### src/rtl/conv_subblock_reader.sv
// Drains the d0/d1/d2 subblock FIFOs in lockstep and emits one {d2,d1,d0} symbol per coded bit.
// Optional statistics outputs (blk_count, stall_cycles) are enabled with SUBBLOCK_READER_STATS_EN.
module conv_subblock_reader #(
    parameter int K_SHORT = 40,
    parameter int K_LONG  = 6144,
    parameter int CNT_W   = 13
) (
    input  logic       clk,
    input  logic       reset,
    input  logic       computation_done,
    input  logic       code_block_length,
    input  logic       empty0,
    input  logic       empty1,
    input  logic       empty2,
    input  logic [7:0] q0,
    input  logic [7:0] q1,
    input  logic [7:0] q2,
    output logic       rdreq_subblock,
    output logic [2:0] sym,
    output logic       sym_valid,
    input  logic       sym_ready,
    output logic       sym_last,
    output logic       block_done,
    output logic       busy
`ifdef SUBBLOCK_READER_STATS_EN
    ,
    output logic [15:0] blk_count,
    output logic [15:0] stall_cycles
`endif
);

    typedef enum logic [2:0] {
        S_IDLE,
        S_FETCH,
        S_LOAD,
        S_SHIFT,
        S_DONE
    } state_t;

    state_t           r_state;
    state_t           w_next;
    logic [CNT_W-1:0] r_k;
    logic [CNT_W-1:0] r_cnt;
    logic [CNT_W-1:0] w_cnt_inc;
    logic [2:0]       r_idx;
    logic [7:0]       r_sr0;
    logic [7:0]       r_sr1;
    logic [7:0]       r_sr2;
    logic             w_any_empty;
    logic             w_accept;
    logic             w_start;

    assign w_any_empty = empty0 | empty1 | empty2;
    assign w_accept    = (r_state == S_SHIFT) && sym_ready;
    assign w_start     = (r_state == S_IDLE) && computation_done;
    assign w_cnt_inc   = r_cnt + CNT_W'(1);

    // NOTE: every signal assigned in always_comb gets a default first so no latch is inferred.
    always_comb begin
        w_next = r_state;
        case (r_state)
            S_IDLE:  if (computation_done) w_next = S_FETCH;
            S_FETCH: if (!w_any_empty)     w_next = S_LOAD;
            S_LOAD:  w_next = S_SHIFT;
            S_SHIFT: begin
                // The block length is a multiple of 8, so completion can only occur on a byte boundary.
                if (w_accept && (r_idx == 3'd0)) begin
                    w_next = (w_cnt_inc == r_k) ? S_DONE : S_FETCH;
                end
            end
            S_DONE:  w_next = S_IDLE;
            default: w_next = S_IDLE;
        endcase
    end

    // NOTE: state is updated with non-blocking assignments so every register samples pre-edge values.
    always_ff @(posedge clk) begin
        if (reset) begin
            r_state <= S_IDLE;
            r_k     <= '0;
            r_cnt   <= '0;
            r_idx   <= '0;
        end else begin
            r_state <= w_next;
            if (w_start) begin
                r_k   <= code_block_length ? CNT_W'(K_LONG) : CNT_W'(K_SHORT);
                r_cnt <= '0;
            end
            if (r_state == S_LOAD) begin
                r_idx <= 3'd7;
            end else if (w_accept) begin
                r_cnt <= w_cnt_inc;
                r_idx <= r_idx - 3'd1;
            end
        end
    end

    // NOTE: the shift registers are pure datapath and are not reset; sym is gated by state instead.
    always_ff @(posedge clk) begin
        if (r_state == S_LOAD) begin
            r_sr0 <= q0;
            r_sr1 <= q1;
            r_sr2 <= q2;
        end
    end

    always_comb begin
        rdreq_subblock = (r_state == S_FETCH) && !w_any_empty;
        sym_valid      = (r_state == S_SHIFT);
        sym            = sym_valid ? {r_sr2[r_idx], r_sr1[r_idx], r_sr0[r_idx]} : 3'd0;
        sym_last       = sym_valid && (r_cnt == (r_k - CNT_W'(1)));
        block_done     = (r_state == S_DONE);
        busy           = (r_state == S_FETCH) || (r_state == S_LOAD) || (r_state == S_SHIFT);
    end

`ifdef SUBBLOCK_READER_STATS_EN
    logic [15:0] r_blk_count;
    logic [15:0] r_stall_cycles;

    always_ff @(posedge clk) begin
        if (reset) begin
            r_blk_count    <= '0;
            r_stall_cycles <= '0;
        end else begin
            if (r_state == S_DONE) begin
                r_blk_count <= r_blk_count + 16'd1;
            end
            // Stall counter restarts with each block and saturates rather than wrapping.
            if (w_start) begin
                r_stall_cycles <= '0;
            end else if ((r_state == S_FETCH) && w_any_empty && (r_stall_cycles != 16'hFFFF)) begin
                r_stall_cycles <= r_stall_cycles + 16'd1;
            end
        end
    end

    assign blk_count    = r_blk_count;
    assign stall_cycles = r_stall_cycles;
`endif

endmodule
### config.mk
export PLATFORM = sky130hd
export DESIGN_NAME = conv_subblock_reader
export DESIGN_NICKNAME = d
export VERILOG_FILES = /design/src/rtl/conv_subblock_reader.sv
export SDC_FILE = /design/constraint.sdc
export NUM_CORES = 1
export LEC_CHECK = 0
export CAP_MARGIN = 20
export CORE_AREA = 2 2 91 93
export DETAILED_ROUTE_END_ITERATION = 16
export DIE_AREA = 0 0 93 95
export GPL_TIMING_DRIVEN = 1
export PLACE_DENSITY = 0.52
export SLEW_MARGIN = 10
export SYNTH_ARGS = -nofsm -noshare
export SYNTH_HDL_FRONTEND = slang
export SYNTH_SLANG_ARGS = --single-unit
### constraint.sdc
create_clock -name clk -period 4.2 [get_ports clk]
set_input_delay 0.84 -clock clk [delete_from_list [all_inputs] [get_ports clk]]
set_output_delay 0.84 -clock clk [all_outputs]
set_load 0.02 [all_outputs]
==> metrics list, run 1 <==
* IO Pins: 40
* Number of resized instances in the post-cts repair step: 0
* Number of iterations in the first detailed-routing pass: 6
* Final setup viols: 0
- The number of pins exceeding their max-slew limit in the final report came to 0.
* Clock tree from TritonCTS: built
- In this run the horizontal extent of the chip is 93 um.
- The tree is rooted in a clkbuf_8.
- Data arrives at the worst endpoint at 2.41 ns.
- Cells with a size suffix above 1 make up 10.8% of the layout.
- Clock tree synthesis found a total of 45 sinks.
- Fill cell count: 797
- Most Crowded Layer GR: met2
- Setup TNS: 0 ns
- Setup repair after global routing left no endpoint under its margin.
* Site row count: 33
* Half-perimeter wire length after detailed placement: 3550 um
- For this design the static power due to leakage is 0.927 nW.
- Die Area: 0.00884 mm^2
* Crit. End Element: output pin
- After clock tree synthesis, the clock-pin slew on the worst setup and hold paths is 0.09 ns.
- Routed WL per cell: 14.0 um
* Vias in the first global route: 1,727
* Overall Global Routing Usage: 12.2%
* EDFF count, synth: 24
* Overall power of the completed layout: 0.847 mW
- Via-to-Cell Ratio: 4.95
- DR vias: 1,762
* Gate count after technology mapping: 219
* Dominant register cell in the synthesized netlist: edfxtp_1
* Share of flip-flops with an asynchronous set or reset after synthesis: 0%
- In the routed design, unresolved DRC markers number 0.
- Met1 usage in global routing: 14.9%
- Residual overflow from global routing: 0
- Mean area per synthesized cell: 10.5 um^2
- Dividing the final minimum period by the clock period gives 77.3%.
- Initial standard-cell utilization of the core: 29.1%
- In this run the power density over the cells is 294 mW/mm^2.
* Clock network latency to the later pin of the worst-skew pair: 0.31 ns
- The routed design has 4990 um of wire.
* Core box area: 0.00793 mm^2
- Registers take 0.00114 mm^2.
- Tightest slew margin relative to the limit: 38.5%
- Footprint of the multi-input gates: 0.00108 mm^2
* First-pass GRT wire length: 8290 um
* Layout-stage area growth over the synthesis result: 24.6%
- Number of inserted diodes: 0
- Synth Cell Area: 0.00231 mm^2
* Worst reg2reg setup slack: 1.64 ns
- For this design, the CTS-stage hold fixing added 0 buffers.
* Max clock buf depth: 2
- Once layout is done, the placed cells without fillers occupy 0.00288 mm^2.
- Max VDD drop: 157 uV
- Number of nets in the finished design: 286
- Port Buffer Count: 39
* Number of hold-slack violations in the final timing report: 0
- Critical Setup Path Class: in -> out
* Min-delay worst type: reg -> reg
- The floorplan step set the die height to 95 um.
* Number of storage elements in the synthesis netlist: 45
- Number of buffers inserted by post-CTS setup repair: 0
- Peak clock frequency supported by timing: 0.308 GHz
- Clock buffer count from CTS: 5
- For the worst setup path, the data required time is 3.36 ns.
* Area after DPL: 0.00278 mm^2
- Status: finished clean
- CP max FO: 3
* Met2 Usage GRT: 20.5%
* Synth warn: 0
* Worst hold slack across all endpoints: 0.529 ns
- The congestion estimate from routability-driven global placement came to 0.803.
- First DRT Iteration DRCs: 112
* H-tree depth reported by CTS: 2
- The share of the Yosys chip area taken by registers is 49.4%.
- Between clock sinks in the finished design, the worst skew comes to 0.00902 ns.
- The routed design could run at a clock period as short as 3.25 ns.
- Synthesized Nets: 255
- Number of unique standard cell types used by synthesis: 45
* Global routing usage on met3: 3.03%
- Max Cap Violations: 0
- Measured slew at the worst slew-check pin: 0.910 ns
- In this run the remaining antenna-violating nets after routing total 0.
* Antenna violations before repair: 0
- The worst setup path is launched from a primary input.
- For this run, the share of the core covered by cells in the final layout is 36.3%.
* Largest net degree at the start of global routing: 28
## layout by cell type (no fill, tap or decap), types with 2 or more instances in the layout
cell type and count:
nor4b_1 2, a21oi_1 15, or3_1 3, mux4_2 6
dfxtp_1 21, o21ai_0 9, a211oi_1 5, xnor2_1 4
nor2_1 31, clkdlybuf4s50_1 39, nand3b_1 4, buf_4 2
and3_1 2, edfxtp_1 24, nor3_1 9, and2_1 2
a2111oi_0 2, clkbuf_8 6, nand3_2 2, nand2_2 2
nand2_1 12, mux2i_1 5, xor2_1 4, ha_1 4
a22oi_1 2, a311oi_1 4, inv_1 5, nand3_1 6
nor3_2 2
## cell usage after synthesis, types with 5 or more instances
master	n	area, um^2
a21oi_1	15	75.1
nand3_1	6	30.0
inv_1	5	18.8
mux4_2	6	135
dfxtp_1	21	420
clkbuf_1	10	37.5
edfxtp_1	24	721
nor3_1	10	50.1
o21ai_0	9	45.0
nor2_1	31	116
nand2_1	12	45.0
a211oi_1	5	37.5
buf_2	5	25.0
mux2i_1	5	50.1
## through the flow
stage / cells / setup slack [ns]
after floorplan: 219 / 1.38
after CTS: 356 / 0.935
after global routing: 356 / 0.802
after detailed placement: 348 / 0.933
after global placement: 348 / 0.954
final: 356 / 0.952
## where the power goes
part | switching [mW] | total, mW | internal, mW
combinational | 0.0305 | 0.0740 | 0.0434
sequential | 0.00831 | 0.478 | 0.470
clock | 0.158 | 0.295 | 0.137
## per-layer routing
layer | vias up | part of all wire, %
met4 | 0 | 2.4
met3 | 12 | 4.5
met1 | 837 | 45
li1 | 868 | -
met5 | - | 0
met2 | 45 | 48
## flip-flops by register name (all words and copies together), names as in the netlist
name	count
r_k	2
r_sr2	8
r_cnt	13
r_idx	3
r_state	3
r_sr0	8
r_sr1	8
## path summary, 6_finish.rpt
check / startpoint / endpoint / cells after the start
worst max-delay path: empty1 / rdreq_subblock / 5
worst min-delay path: r_cnt[1] / r_cnt[1] / 2
worst max register to register: r_cnt[0] / r_state[2] / 7
worst min register to register: r_cnt[1] / r_cnt[1] / 2
## cell type report
cell class | count | share of cell area [%]
flip-flops and latches | 45 | 39.7
inverters | 5 | 0.652
repair buffers | 41 | 14.1
well taps | 105 | 4.57
multi-input cells | 152 | 37.6
clock buffers | 6 | 2.87
clock inverters | 2 | 0.609
## cell families (layout without fill, tap and decap cells)
logic type	Yosys count	after routing	synth area share, %
XOR/XNOR	8	8	3.03
AND/OR/NAND/NOR	85	85	20.4
buffers and inverters	22	54	4.01
flip-flops	45	45	49.4
adder cells (fa/ha/maj)	4	4	2.17
AO/OA/AOI/OAI	44	44	13.0
multiplexers	11	11	8.02
## critical path, cell delays in order
cell,delay [ns]
clkdlybuf4s50_1,0.40
nor3_1,0.30
nand2_1,0.11
nor3_1,0.13
clkdlybuf4s50_1,0.62
Note: power is estimated with default switching activity, not from simulation.
==> run 2, diff against run 1 <==
clock period = 3.3 ns   (was 4.2 ns; I/O delays follow)
==> run 2 against run 1 <==
Effect of this change:
- core utilization rose by 0.24 points
- register-to-register slack got worse by 0.93 ns
- global-route usage rose by 0.068 points
- worst setup slack got worse by 0.61 ns
- flip-flop and latch count did not move
- power rose by 33%
- critical endpoint is now sym_last
- final cell count rose by 0.28%
- hold slack got worse by 0.0056 ns
- final area rose by 0.65%
- sequential power rose by 27%
- via count fell by 1.8%
- largest power group unchanged
==> metrics list, run 2 (synthesized netlist as in run 1, its figures left out) <==
* Clock Tree Root: clkbuf_8
- RSZ-0062 raised after global routing: false
- Part of the total power dissipated in the clock network: 37.7% (+2.9 points)
- The critical path starts at r_cnt[3].
- Die Wd: 93 um (unchanged)
- The height of the die was 95 um (unchanged).
- Post-route antenna net violation count: 0 (unchanged)
- The internal power contribution came to 0.883 mW (+36%).
- By startpoint and endpoint, the worst setup path is classified as reg -> out.
- Net Sw Power: 0.245 mW (+24%)
* Final routed wirelength across all metal layers: 4980 um (-0.20%)
- TritonCTS built the clock tree.
* Initial standard-cell utilization of the core: 29.1% (unchanged)
- Tightest slew margin relative to the limit: 39.4% (+0.86 points)
* Worst reg2reg startpoint: r_cnt[0]
- Site row count: 33 (unchanged)
- The slowest stage of the critical path is the clkdlybuf4s50_1 cell.
- The clock-pin slew reported for the worst setup and hold paths after clock tree synthesis came to 0.09 ns (about the same).
- Walking the worst path, the cells encountered are nand2_2 > nor2_1 > a32oi_1 > nor4_1 > clkdlybuf4s50_1.
* Residual overflow from global routing: 0 (unchanged)
- The library cells used most frequently in the layout, excluding fill and tap cells, are clkdlybuf4s50_1 (39), nor2_1 (31), edfxtp_1 (24).
- The CTS buffer count was 5 (unchanged).
- The via density per instance was 4.85 (-2.0%).
- The most critical setup path has its endpoint at sym_last.
* Fin Clk Skew: 0.0121 ns (+0.00309 ns)
- H-tree depth reported by CTS: 2 (unchanged)
- The final critical path takes up 89.6% of the cycle.
* Max VDD drop: 192 uV (+22%)
- The required time reported for the critical path endpoint came to 2.64 ns (-0.72 ns).
- Switching share of power: 21.7% (-1.6 points)
- The post-layout total power was 1.13 mW (+33%).
* Cell count along the critical path: 5 (unchanged)
- Crit path launch type: flop
* Sequential group share of total power: 53.9% (-2.6 points)
* Vias in the first global route: 1,722 (-0.29%)
- STA classifies the critical path endpoint as an output pin.
- Routed WL per cell: 13.9 um (-0.48%)
- The total via count in the routed design is 1,731 (-1.8%).
- DRC violation count after routing: 0 (unchanged)
- First-pass GRT wire length: 8510 um (+2.7%)
- R2R Path End: r_state[2]
* Core box area: 0.00793 mm^2 (unchanged)
- Max clock buf depth: 2 (unchanged)
- The number of antenna violations at the first check in global routing came to 0 (unchanged).
* CP max FO: 11 (+8)
- The final weighted congestion in routability-driven placement came to 0.800 (-0.41%).
- The number of endpoints with negative hold slack in the final report is 0 (unchanged).
- The number of buffers inserted by port buffering is 39 (unchanged).
- Peak clock frequency supported by timing: 0.338 GHz
- The largest stage delay on the critical path came to 0.66 ns (+0.04 ns).
* Status: finished clean
* WP data arrival: 2.30 ns (-0.11 ns)
- The number of failing setup endpoints in the final timing report came to 0 (unchanged).
- Max Cap Violations: 0 (unchanged)
* Crit path time final: 2.96 ns
* Number of nets in the finished design: 287 (+0.35%)
- The ratio of cells with drive above 1 in the final layout was 10.7% (-0.043 points).
- The clock latency on the worst-skew pair was 0.30 ns (about the same).
* Min-delay worst type: reg -> reg
- Largest register by flop count: r_cnt
- The number of cells upsized or downsized after cts is 0 (unchanged).
* Count of buffering cells on the critical path with inverters included: 1 (-1)
* Static leakage power: 0.936 nW (+0.98%)
- Num Clock Sinks: 45 (unchanged)
* Largest net degree at the start of global routing: 28 (unchanged)
* Number of buffers inserted by post-CTS setup repair: 0 (unchanged)
- The slew at the pin with the worst max-slew slack was 0.907 ns (-0.00289 ns).
- Setup TNS: 0 ns (unchanged)
* IO Pins: 40 (unchanged)
* Worst reg2reg setup slack: 0.71 ns (-0.93 ns)
* Overall Global Routing Usage: 12.3% (+0.068 points)
- The final antenna diode count is 0 (unchanged).
- Number of iterations in the first detailed-routing pass: 4 (-2)
- Count of final max-slew check failures: 0 (unchanged)
- The area of the die came to 0.00884 mm^2 (unchanged).
- The combinational share of power came to 8.4% (-0.3 points).
- The detailed placer's ending HPWL is 3550 um (about the same).
- The number of fill cells in the layout came to 807 (+1.3%).
* First DRT Iteration DRCs: 61 (-46%)
- Layout-stage area growth over the synthesis result: 25.4%
* Power per unit of standard cell area: 389 mW/mm^2 (+32%)
- The final-layout worst hold slack came to 0.524 ns (-0.00557 ns).
* Kind of cell adding the most delay to the critical path: simple AND/OR/NAND/NOR gates
* Max FFs per register: 13 (unchanged)
- The library cell used most frequently in the layout, excluding fill and tap cells, is clkdlybuf4s50_1.
* Number of hold buffers added after cts: 0 (unchanged)
- Reg2reg path depth: 7 (unchanged)
## run 2: how the worst min path moves through the flow
stage / from / endpoint / slack, ns / depth (start not counted)
floorplan: r_cnt[1] / r_cnt[1] / 0.48 / 2
global placement: r_cnt[1] / r_cnt[1] / 0.51 / 2
detailed placement: r_cnt[1] / r_cnt[1] / 0.51 / 2
CTS: r_cnt[1] / r_cnt[1] / 0.52 / 2
global route: r_cnt[1] / r_cnt[1] / 0.55 / 2
finish: r_cnt[1] / r_cnt[1] / 0.52 / 2
## run 2: routing by layer
layer  vias up  track usage [%]  routed length (um)
li1        873                -                   -
met1       812             16.4                2360
met4         0             3.31                  51
met3         5             2.87                 221
met2        41             20.2                2350
met5         -                0                   0
## run 2: worst reg2reg max path: stages (launching register included)
cell and delay, ns:
dfxtp_1 0.41, ha_1 0.28, nand3_1 0.24, nor4_2 0.43, xor2_1 0.14, or3_1 0.42, a2111oi_4 0.33, nor4b_4 0.23
## run 2: stage by stage
| step | instances | util, % | area, um^2 | worst slack, ns |
|---|---|---|---|---|
| floorplan | 219 | - | 2310 | 0.484 |
| global placement | 349 | 35.1 | 2790 | 0.406 |
| detailed placement | 349 | 35.1 | 2790 | 0.392 |
| CTS | 357 | 36.5 | 2900 | 0.309 |
| global route | 357 | 36.5 | 2900 | 0.138 |
| finish | 357 | 36.5 | 2900 | 0.343 |
## run 2: final cells by class
cell class                 count  area [um^2]  area share, %
clock buffer                   6         72.6           2.51
clock inverter                 2         38.8           1.34
inverter                       5         18.8          0.648
multi-input combinational    152         1080           37.3
sequential                    45         1140           39.4
tap                          105          131           4.54
timing repair buffer          42          413           14.3
## run 2: power groups by stage
stage,Combinational (mW),Sequential [mW],Clock [mW]
global route,0.105,0.610,0.468
detailed placement,0.0962,0.621,0
CTS,0.0963,0.608,0.439
global placement,0.0954,0.621,0
floorplan,0.0482,0.614,0
finish,0.0948,0.608,0.425
==> run 3, diff against run 2 <==
CORE_AREA = 2 2 108 79   (was 2 2 91 93)
CTS_BUF_LIST = sky130_fd_sc_hd__clkbuf_2   (was not set)
DIE_AREA = 0 0 110 81   (was 0 0 93 95)
MAX_ROUTING_LAYER = met4   (was not set)
==> run 3 against run 2 <==
Effect of this change:
- combinational power increased by 2%
- die area up 0.85%
- register-to-register slack better by 0.04 ns
- hold slack improved by 0.0063 ns
- critical path depth fell by 1
- flip-flop and latch count unchanged
- global-route usage rose by 1.2 points
- clock power down 44%
- largest power group unchanged
- clock skew grew 0.0058 ns
- worst setup slack lost 0.096 ns
- first-iteration DRC count grew 140%
- sequential power hardly changed
==> metrics list, run 3 (synthesized netlist as in run 1, its figures left out) <==
- The flow ran to the end, and the final reports show no timing, DRC or antenna violations.
- DIE HEIGHT: 81 um (-15%)
- Clock tree from TritonCTS: built
* Worst-path clk slew: 0.22 ns (+0.13 ns)
* Residual overflow from global routing: 0 (unchanged)
- Measured slew at the worst slew-check pin: 0.924 ns (+0.0177 ns)
* Number of nets in the finished design: 287 (unchanged)
- The number of pins exceeding their max-slew limit in the final report came to 0 (unchanged).
* Fin Clk Skew: 0.0179 ns (+0.00580 ns)
- The detailed placer's ending HPWL is 3800 um (+7.0%).
* Final setup viols: 0 (unchanged)
* CP max FO: 5 (-6)
- Worst hold slack across all endpoints: 0.530 ns (+0.00629 ns)
- The first-pass iteration count of the detailed router is 4 (unchanged).
* Global routing usage on met3: 2.49% (-0.39 points)
- The hold buffer count at CTS came to 0 (unchanged).
* DRC violation count after routing: 0 (unchanged)
- The clock period minus worst slack came to 3.05 ns (+0.0964 ns).
- The worst setup path is launched from a flop.
- The sum of negative setup slack is 0 ns (unchanged).
- Die Area: 0.00891 mm^2 (+0.85%)
- The required time reported for the critical path endpoint is 2.64 ns (about the same).
* First DRT Iteration DRCs: 145 (+140%)
- The via density per instance came to 4.88 (+0.64%).
* Site row count: 28 (-15%)
- Max FFs per register: 13 (unchanged)
- IO Pins: 40 (unchanged)
- The wire length after detailed routing was 5270 um (+5.8%).
- The wire length of the first global-routing pass was 8830 um (+3.8%).
- The final routed wire length divided by cell count came to 14.8 um (+5.8%).
- The worst setup path is of the reg -> out kind.
- The share of the clock period used by the worst path after layout came to 92.5% (+2.9 points).
- Overall Global Routing Usage: 13.5% (+1.2 points)
- Largest net degree at the start of global routing: 28 (unchanged)
- Die Wd: 110 um (+18%)
* Most frequent cells in the layout: clkdlybuf4s50_1 (39), nor2_1 (31), edfxtp_1 (24)
- Most frequent standard cell in the layout excluding fill and tap cells: clkdlybuf4s50_1
- The met2 demand-to-capacity share in global routing came to 19.4% (-0.78 points).
- The area of the core is 0.00802 mm^2 (+1.2%).
- The total power divided by cell area is 333 mW/mm^2 (-14%).
- The worst-case vdd ir drop was 169 uV (-12%).
- The area growth from synthesis to layout is 22.6%.
- Largest register by flop count: r_cnt
* Number of inserted diodes: 0 (unchanged)
- The number of buffers inserted by port buffering came to 39 (unchanged).
- STA classifies the critical path endpoint as an output pin.
- The layer flagged by global routing as most heavily used is met2.
- Clock network latency to the later pin of the worst-skew pair: 0.42 ns (+0.12 ns)
* Peak clock frequency supported by timing: 0.328 GHz (-3.2%)
* DR vias: 1,742 (+0.64%)
* H-tree depth reported by CTS: 2 (unchanged)
* Clock buffer count from CTS: 5 (unchanged)
- The relative slew slack came to 38.2% (-1.2 points).
- The met1 layer usage reported by global route was 19.2% (+2.8 points).
- The via count of the first global-routing pass came to 1,689 (-1.9%).
- Max Cap Violations: 0 (unchanged)
- In this run the worst hold path is classified as reg -> reg.
- The leakage power summed over all cells came to 0.906 nW (-3.2%).
- Setup repair after global routing left no endpoint under its margin.
- Number of buffers inserted by post-CTS setup repair: 0 (unchanged)
* Routability-driven placement congestion ratio: 0.788 (-1.5%)
* Number of hold-slack violations in the final timing report: 0 (unchanged)
- Initial standard-cell utilization of the core: 28.8% (-0.35 points)
- Num Clock Sinks: 45 (unchanged)
- Antenna violations before repair: 0 (unchanged)
* Overall power of the completed layout: 0.944 mW (-16%)
- CTS placed an instance of clkbuf_2 at the clock tree root.
- The maximum clock insertion buffer count is 2 (unchanged).
- Post-route antenna net violation count: 0 (unchanged)
* Fraction of layout cells with a size suffix above 1: 11.9% (+1.2 points)
- WP data arrival: 2.39 ns (+0.09 ns)
-- run 3: critical path, stage by stage, from the launching register on --
cell and delay [ns]:
dfxtp_1 0.46, ha_1 0.28, nand3_1 0.23, nor4_1 0.35, clkdlybuf4s50_1 0.67
-- run 3: final cells by class --
class,instances,area [um^2]
sequential,45,1140
tap,105,131
timing repair buffer,42,413
inverter,5,18.8
clock buffer,6,30.0
clock inverter,2,15.0
multi-input combinational,152,1080
fill,797,5190
-- run 3: power breakdown --
part	total (mW)	switching (mW)	internal, mW
logic	0.0964	0.0398	0.0565
clock network	0.237	0.183	0.0547
registers	0.611	0.0115	0.599
-- run 3: metal layers --
layer | vias to the layer above | routed length, um
li1 | 872 | -
met1 | 816 | 2770
met2 | 49 | 2230
met3 | 5 | 224
met4 | 0 | 42
met5 | - | 0
-- run 3: worst paths after layout --
| path | slack [ns] | from | depth (start not counted) | endpoint |
|---|---|---|---|---|
| worst max-delay path | 0.25 | r_cnt[0] | 4 | sym_last |
| worst min-delay path | 0.53 | r_cnt[1] | 2 | r_cnt[1] |
| worst max register to register | 0.75 | r_cnt[0] | 7 | r_state[2] |
| worst min register to register | 0.53 | r_cnt[1] | 2 | r_cnt[1] |
-- run 3: stage by stage --
step | worst slack (ns) | instance area (um^2) | util [%] | cells
final | 0.247 | 2830 | 35.3 | 357
after global routing | 0.0561 | 2830 | 35.3 | 357
after CTS | 0.0778 | 2830 | 35.3 | 357
after detailed placement | 0.306 | 2790 | 34.7 | 349
after global placement | 0.372 | 2790 | 34.7 | 349
after floorplan | 0.484 | 2310 | - | 219
-- run 3: repair_timing --
item,in CTS,in global routing
resized for setup,0,2
hold endpoints to repair,0,0
endpoints found under the setup margin,0,4
